File: src/rtl/game_state_controller.sv
// game_state_controller: synchronised button/collision events drive the MENU/RUN/PAUSE/OVER game FSM,
// score, lives, player radius and the post-hit immunity timer.
module game_state_controller #(
    parameter int START_LIVES   = 3,
    parameter int WIN_SCORE     = 8,
    parameter int R_INIT        = 10,
    parameter int R_STEP        = 2,
    parameter int R_MAX         = 60,
    parameter int INVULN_CYCLES = 100000000
) (
    input  logic       clk,
    input  logic       rst_n,
    input  logic       btn_start,
    input  logic       btn_pause,
    input  logic       food_collide,
    input  logic [3:0] enemy_collide,
    output logic       gamemenu,
    output logic       gamerun,
    output logic       gamepause,
    output logic       gameover,
    output logic       win,
    output logic [7:0] score,
    output logic [1:0] lives,
    output logic [9:0] player_r,
    output logic       invuln
);
    localparam int TW = $clog2(INVULN_CYCLES + 1);
    localparam logic [TW-1:0] T_LOAD = TW'(INVULN_CYCLES);
    localparam logic [10:0] R_MAX11 = 11'(R_MAX);
    localparam logic [10:0] R_STEP11 = 11'(R_STEP);

    typedef enum logic [1:0] {MENU, RUN, PAUSE, OVER} state_t;

    state_t state, state_n;
    logic [6:0] raw, s1, s2, hist, armed, ev;
    logic [1:0] fill;
    logic [TW-1:0] timer, timer_n;
    logic [7:0] score_n;
    logic [1:0] lives_n;
    logic [9:0] r_n;
    logic [10:0] r_sum;
    logic win_n, hit;

    assign raw = {enemy_collide, food_collide, btn_pause, btn_start};
    // armed stays low after reset until the synchronised level is seen low, so held levels make no event
    assign ev = s2 & ~hist & armed;
    assign r_sum = {1'b0, player_r} + R_STEP11;

    always_ff @(posedge clk or negedge rst_n) begin
        if (!rst_n) begin
            s1    <= '0;
            s2    <= '0;
            hist  <= '0;
            armed <= '0;
            fill  <= '0;
        end else begin
            s1    <= raw;
            s2    <= s1;
            hist  <= s2;
            fill  <= fill + {1'b0, fill != 2'd2};
            if (fill == 2'd2) armed <= armed | ~s2;
        end
    end

    always_comb begin
        state_n = state;
        score_n = score;
        lives_n = lives;
        r_n     = player_r;
        timer_n = timer;
        win_n   = win;
        hit     = 1'b0;
        case (state)
            MENU: if (ev[0]) begin
                state_n = RUN;
                score_n = '0;
                lives_n = 2'(START_LIVES);
                r_n     = 10'(R_INIT);
                timer_n = '0;
                win_n   = 1'b0;
            end
            RUN: begin
                hit     = |ev[6:3] && timer == '0;
                timer_n = hit ? T_LOAD : (timer != '0 ? timer - TW'(1) : timer);
                if (hit) lives_n = lives - 2'd1;
                if (ev[2]) begin
                    score_n = score == 8'hFF ? score : score + 8'd1;
                    r_n     = r_sum > R_MAX11 ? R_MAX11[9:0] : r_sum[9:0];
                end
                // loss outranks win, and both outrank pause
                if (hit && lives == 2'd1) state_n = OVER;
                else if (ev[2] && score_n == 8'(WIN_SCORE)) begin
                    state_n = OVER;
                    win_n   = 1'b1;
                end else if (ev[1]) state_n = PAUSE;
            end
            PAUSE: state_n = ev[0] ? MENU : (ev[1] ? RUN : PAUSE);
            OVER: if (ev[0]) begin
                state_n = MENU;
                win_n   = 1'b0;
            end
            default: state_n = MENU;
        endcase
    end

    always_ff @(posedge clk or negedge rst_n) begin
        if (!rst_n) begin
            state     <= MENU;
            gamemenu  <= 1'b1;
            gamerun   <= 1'b0;
            gamepause <= 1'b0;
            gameover  <= 1'b0;
            win       <= 1'b0;
            score     <= '0;
            lives     <= 2'(START_LIVES);
            player_r  <= 10'(R_INIT);
            timer     <= '0;
            invuln    <= 1'b0;
        end else begin
            state     <= state_n;
            gamemenu  <= state_n == MENU;
            gamerun   <= state_n == RUN;
            gamepause <= state_n == PAUSE;
            gameover  <= state_n == OVER;
            win       <= win_n;
            score     <= score_n;
            lives     <= lives_n;
            player_r  <= r_n;
            timer     <= timer_n;
            invuln    <= timer_n != '0;
        end
    end
endmodule

File: config.mk
export PLATFORM = sky130hd
export DESIGN_NAME = game_state_controller
export DESIGN_NICKNAME = d
export VERILOG_FILES = /design/src/rtl/game_state_controller.sv
export SDC_FILE = /design/constraint.sdc
export NUM_CORES = 1
export LEC_CHECK = 0
export CAP_MARGIN = 0
export CORE_MARGIN = 5
export CORE_UTILIZATION = 40
export CTS_CLUSTER_SIZE = 8
export DETAILED_ROUTE_END_ITERATION = 12
export GPL_TIMING_DRIVEN = 0
export HOLD_SLACK_MARGIN = 0.08
export RECOVER_POWER = 50
export SLEW_MARGIN = 10
export SYNTH_ARGS = -nofsm -noshare
export SYNTH_HDL_FRONTEND = slang
export SYNTH_SLANG_ARGS = --single-unit
File: constraint.sdc
create_clock -name clk -period 3.5 [get_ports clk]
set_input_delay 1.05 -clock clk [delete_from_list [all_inputs] [get_ports clk]]
set_output_delay 1.05 -clock clk [all_outputs]
set_load 0.005 [all_outputs]
======== After elaboration in Yosys (flattened, before gate mapping) ========
Cells that the tools add are included.
word-level totals
  register bits after elaboration ......... 85
  bits of input ports ..................... 9
  output and inout bits ................... 26
cells by class
  add/sub/neg operators ................... 5
  order comparisons ....................... 1
  equality and inequality tests ........... 17
  muxes and demuxes ....................... 28
  bitwise logic cells ..................... 5
  reductions and logical operators ........ 16
operators by type and width
  kind                     count
  $mux W27                 3
  $pmux W27 S2             1
  $reduce_bool A27 Y1      2
  $mux W8                  4
  $mux W10                 3
  $logic_not A27 Y1        1
  $sub A27 B1 Y27 const B  1
  $pmux W10 S2             1
  $mux W2                  9
  $pmux W8 S2              1
  $and A7 B7 Y7            2
  $not A7 Y7               2
  $ne A2 B2 Y1 const B     6
  $add A10 B2 Y11 const B  1
  $gt A11 B6 Y1 const B    1
  $eq A2 B2 Y1 const B     5
  $add A8 B1 Y8 const B    1
  $eq A8 B4 Y1 const B     1
  $eq A8 B8 Y1 const B     1
  $pmux W2 S4              1
  $or A7 B7 Y7             1
  $eq A2 B1 Y1 const B     3
  $reduce_and A3 Y1        2
  $logic_not A2 Y1         2
  12 further kinds         17

======== Logic depth before layout (Yosys ltp) ========
  word-level depth ........................ 11
  depth in mapped cells ................... 12
  depth with buffers taken out ............ 11

======== Worst setup path before layout ========
Ideal clock, no wire load.
  path kind ............................... register to register
  start ................................... reg timer[0]
  end ..................................... reg invuln
  library setup time ...................... 138 ps
  arrival time ............................ 2526 ps
  path slack .............................. 837 ps
  cell stages (with the launch flop) ...... 11
  period minus slack after synthesis ...... 2663 ps
  cells stage by stage .................... dfrtp_1 > inv_1 > ha_1 > nor3b_1 > nand2_1 > o21bai_1 > and3_1 > a211o_1 > or4_1 > and4b_1 > nand4_1
on the way
  cells in the longest elaborated chain, start to end .. 5
  elaborated cells between the ends (all ways) .. 9
  those cells by class .................... add/sub: 1; mux: 4; reduce/logical: 4
ends and longest elaborated chain
  what                                                    line    text
  start, declared                                         37      logic [TW-1:0] timer, timer_n;
  start signal, assigned                                  129     timer <= timer_n;
  $sub A27 B1 Y27 (tied with other cells)                 84      timer_n = hit ? T_LOAD : (timer != '0 ? timer - TW'(1) : timer);
  $mux W27 / $logic_and A1 B1 Y1 (equally long branches)  84, 83
  $mux W27 (*)                                            84
  $pmux W27 S2 (*)                                        73      case (state)
  named net timer_n[8]                                    37
  $reduce_bool A27 Y1 (*)                                 130     invuln <= timer_n != '0;
  end signal, assigned                                    118     invuln <= 1'b0;
  end signal, assigned                                    130
  end, declared                                           25      output logic invuln
Mark *: on every way through the listed nets, which the timed path passes. The rest lies on a longest branch.
A chain may end at the register's enable or synchronous reset.

======== Final worst setup path ========
Ends and elaborated chain as after synthesis.

==> flow_metrics.py <==
metrics = {
    "timing": {
        "clock_skew_ps": 10.1,
        "setup_tns_ps": 0,
        "finalWorstPathRequiredPeriod_ps": 3310,
        "rsz0062_at_grt": "no",
        "setup_slack_ps": 193,
        "setup_viol": 0,
        "max_slew_margin_pct": -59.3,
        "finalCritPeriodShare_pct": 94.5,
        "holdWs_ps": 356,
        "finalHoldViolCount": 0,
        "slew_violations": 45,
        "worst_slew_pin_slew_ps": 2390,
        "max_freq_mhz": 302,
    },
    "clock_tree": {
        "post_cts_resize_count": 0,
        "clkLatencyLatePin_ps": 360,
        "holdBufCountCts": 0,
        "cts_root_buf": "clkbuf_8",
        "cts_tree": "built",
        "clkTransAtPathRegs_ps": 90,
        "clock_sinks": 84,
        "post_cts_buffers": 0,
        "cts_buffer_depth": 2,
        "cts_buffers": 9,
        "h-tree-depth": 3,
    },
    "synthesis": {
        "synth_top_area_share_pct": 46.5,
        "avgSynthCellArea_sq_um": 9.89,
        "ys_types": 67,
        "synth_cells": 430,
        "ys_warn_count": 0,
        "syn_area_sq_um": 4250,
        "synth_seq_cells": 84,
        "synth-edff-count": 0,
        "synth_ff_type": "dfrtp_1",
        "synth_nets": 450,
        "synth.most_common_cell": "dfrtp_1",
        "synth_top_area_cell": "dfrtp_1",
        "ys_async_sr_fraction_pct": 100,
        "synth_common_cells": "dfrtp_1 (79), nand2_1 (43), o21ai_0 (40)",
        "synth_area_leaders": "dfrtp_1 (46%), o21ai_0 (4.7%), nand2_1 (3.8%)",
        "yosysSeqAreaShare_pct": 49.6,
    },
    "die": {
        "placementRows": 37,
        "die_area_sq_um": 12800,
        "die_y_um": 113,
        "core_sq_um": 10400,
        "initial_utilization_pct": 41.0,
        "die_width_um": 113,
        "io_pins": 35,
    },
    "hold_path": {
        "hold_path_class": "register to register",
    },
    "layout": {
        "area_delta_synth_final_pct": 17.3,
        "fin_nets": 495,
        "drive_above_1_share_pct": 9.38,
        "antenna_cells": 0,
        "fillers": 996,
    },
    "worst_setup_path": {
        "critical_path.max_stage_delay_ps": 650,
        "crit_path_start_kind": "register",
        "crit_path_max_fanout": 6,
        "cp.arrival_ps": 3530,
        "path_cells": "inv_1 -> ha_1 -> nor3b_1 -> nand2_1 -> o21bai_1 -> and3_1 -> a211o_1 -> or4_1 -> and4b_1 -> nand4_1",
        "path_class": "register to register",
        "cpMaxStageDelayCell": "nor3b_1",
        "worst_setup_path_end_kind": "register",
        "crit_required_ps": 3720,
    },
    "routing": {
        "drt_iter0_markers": 233,
        "drtPass1Iterations": 4,
        "ant_nets": 0,
        "top_layer_used": "met4",
        "wl_per_cell_um": 17.5,
        "wl_um": 10800,
        "drc_errors": 0,
        "met1_length_um": 4930,
        "wl_met3_um": 757,
        "via_per_inst": 5.78,
        "vias": 3560,
        "dr_wl_met2_um": 4810,
    },
    "run_status": {
        "outcome": "finished, violations left",
        "violations": "capacitance limit, slew limit",
    },
    "place": {
        "portBuffers": 33,
        "post-place-ws_ps": 87.8,
        "dp_hpwl_um": 7590,
        "place.gp.congestion": 0.912,
    },
    "global_routing": {
        "grt_overflow": 0,
        "grt_max_degree": 46,
        "grt_usage_pct": 17.6,
        "grt_pass1_wl_um": 18100,
        "grt_pass1_vias": 3560,
        "grt_antenna_before_repair": 0,
    },
    "power_and_ir_drop": {
        "peakVddDrop_v": 0.000468,
        "p_leak_nw": 2.02,
        "cellPowerDensity_nw_per_um2": 777,
    },
    "flow_run": {
        "max-cap-violations": 1,
    },
}
stage by stage:
step	area, sq um	util [%]	total power, mW	cells
floorplan	4250	-	2.52	430
finish	4990	48.1	3.88	616
detailed placement	4770	46.0	3.10	600
global route	4990	48.1	4.14	616
global placement	4750	45.8	3.08	599
CTS	4980	48.0	3.87	616
flip-flops by register name, indices dropped and copies added, names as in the netlist, 2 cells and up:
register  cells
timer        27
player_r      9
score         8
armed         7
hist          7
s1            7
s2            7
fill          2
lives         2
state         2
cells in the final DEF (no fill, tap or decap), drive strengths merged, types with 3 or more instances in the layout:
cell           synthesis  final
clkdlybuf4s50          0     25
nor2                  19     19
nand4                  8      8
o311ai                 3      3
o31ai                  4      4
nor4b                  3      3
a31oi                  6      6
and2                   6      6
nor3                  12     12
dfstp                  5      5
mux2i                  4      4
a21o                   9      9
nand3b                 9      9
ha                    11     11
nand2b                 3      3
dfrtp                 79     79
a21oi                 23     23
nand2                 43     43
dlygate4sd3            0      7
o211ai                 7      7
clkbuf                 8     19
nand3                 11     11
o21ai                 42     42
o22ai                  3      3
inv                   22     28
o31a                   4      4
buf                    6      6
nor2b                  7      7
o41ai                  6      6
nor4                  14     14
a22o                   4      4
or4                    7      7
per-layer routing:
| metal | GRT usage, % | vias to the layer above |
|---|---|---|
| met5 | 0 | - |
| li1 | - | 1699 |
| met3 | 4.33 | 19 |
| met2 | 25.7 | 133 |
| met4 | 6.97 | 0 |
| met1 | 25.1 | 1709 |
final cells by class:
| type | count | area [sq um] | share of cell area, % |
|---|---|---|---|
| clock inverter | 7 | 87.6 | 1.76 |
| sequential | 84 | 2110 | 42.3 |
| tap | 136 | 170 | 3.41 |
| clock buffer | 9 | 124 | 2.48 |
| timing repair buffer | 34 | 344 | 6.90 |
| multi-input combinational | 309 | 2000 | 40.1 |
| inverter | 23 | 86.3 | 1.73 |
| buffer | 14 | 70.1 | 1.40 |
worst paths after layout:
kind	slack, ps	cells after the start	to	startpoint
setup / recovery	190	10	invuln$_DFF_PN0_	timer[0]$_DFF_PN0_
hold / removal	360	0	s2[3]$_DFF_PN0_	s1[3]$_DFF_PN0_
setup reg to reg	190	10	invuln$_DFF_PN0_	timer[0]$_DFF_PN0_
hold reg to reg	360	0	s2[3]$_DFF_PN0_	s1[3]$_DFF_PN0_
max in group asynchronous	740	1	hist[6]$_DFF_PN0_	rst_n
min in group asynchronous	1400	1	timer[2]$_DFF_PN0_	rst_n
cells by family (layout without fill, tap and decap cells):
| family | Yosys count | count (layout) | synth area share (%) |
|---|---|---|---|
| other | 1 | 1 | 0.0882 |
| AND/OR/NAND/NOR | 158 | 158 | 21.5 |
| XOR/XNOR | 4 | 4 | 0.824 |
| flip-flops | 84 | 84 | 49.6 |
| buffers and inverters | 37 | 87 | 3.65 |
| adder cells (fa/ha/maj) | 11 | 11 | 3.24 |
| multiplexers | 6 | 6 | 1.47 |
| AO/OA/AOI/OAI | 129 | 129 | 19.7 |
power breakdown:
group | total [mW] | switching, mW | internal, mW
Combinational | 1.74 | 1.09 | 0.646
Sequential | 1.39 | 0.213 | 1.18
Clock | 0.746 | 0.396 | 0.350
Total | 3.88 | 1.70 | 2.17
critical path, delay by kind of cell (launching register included):
kind	cells	cell delay, ps
AND/OR/NAND/NOR	6	1950
AO/OA/AOI/OAI	2	480
flip-flops	1	440
adder cells (fa/ha/maj)	1	210
buffers and inverters	1	100
No activity file was read; power rests on OpenSTA's default activity.
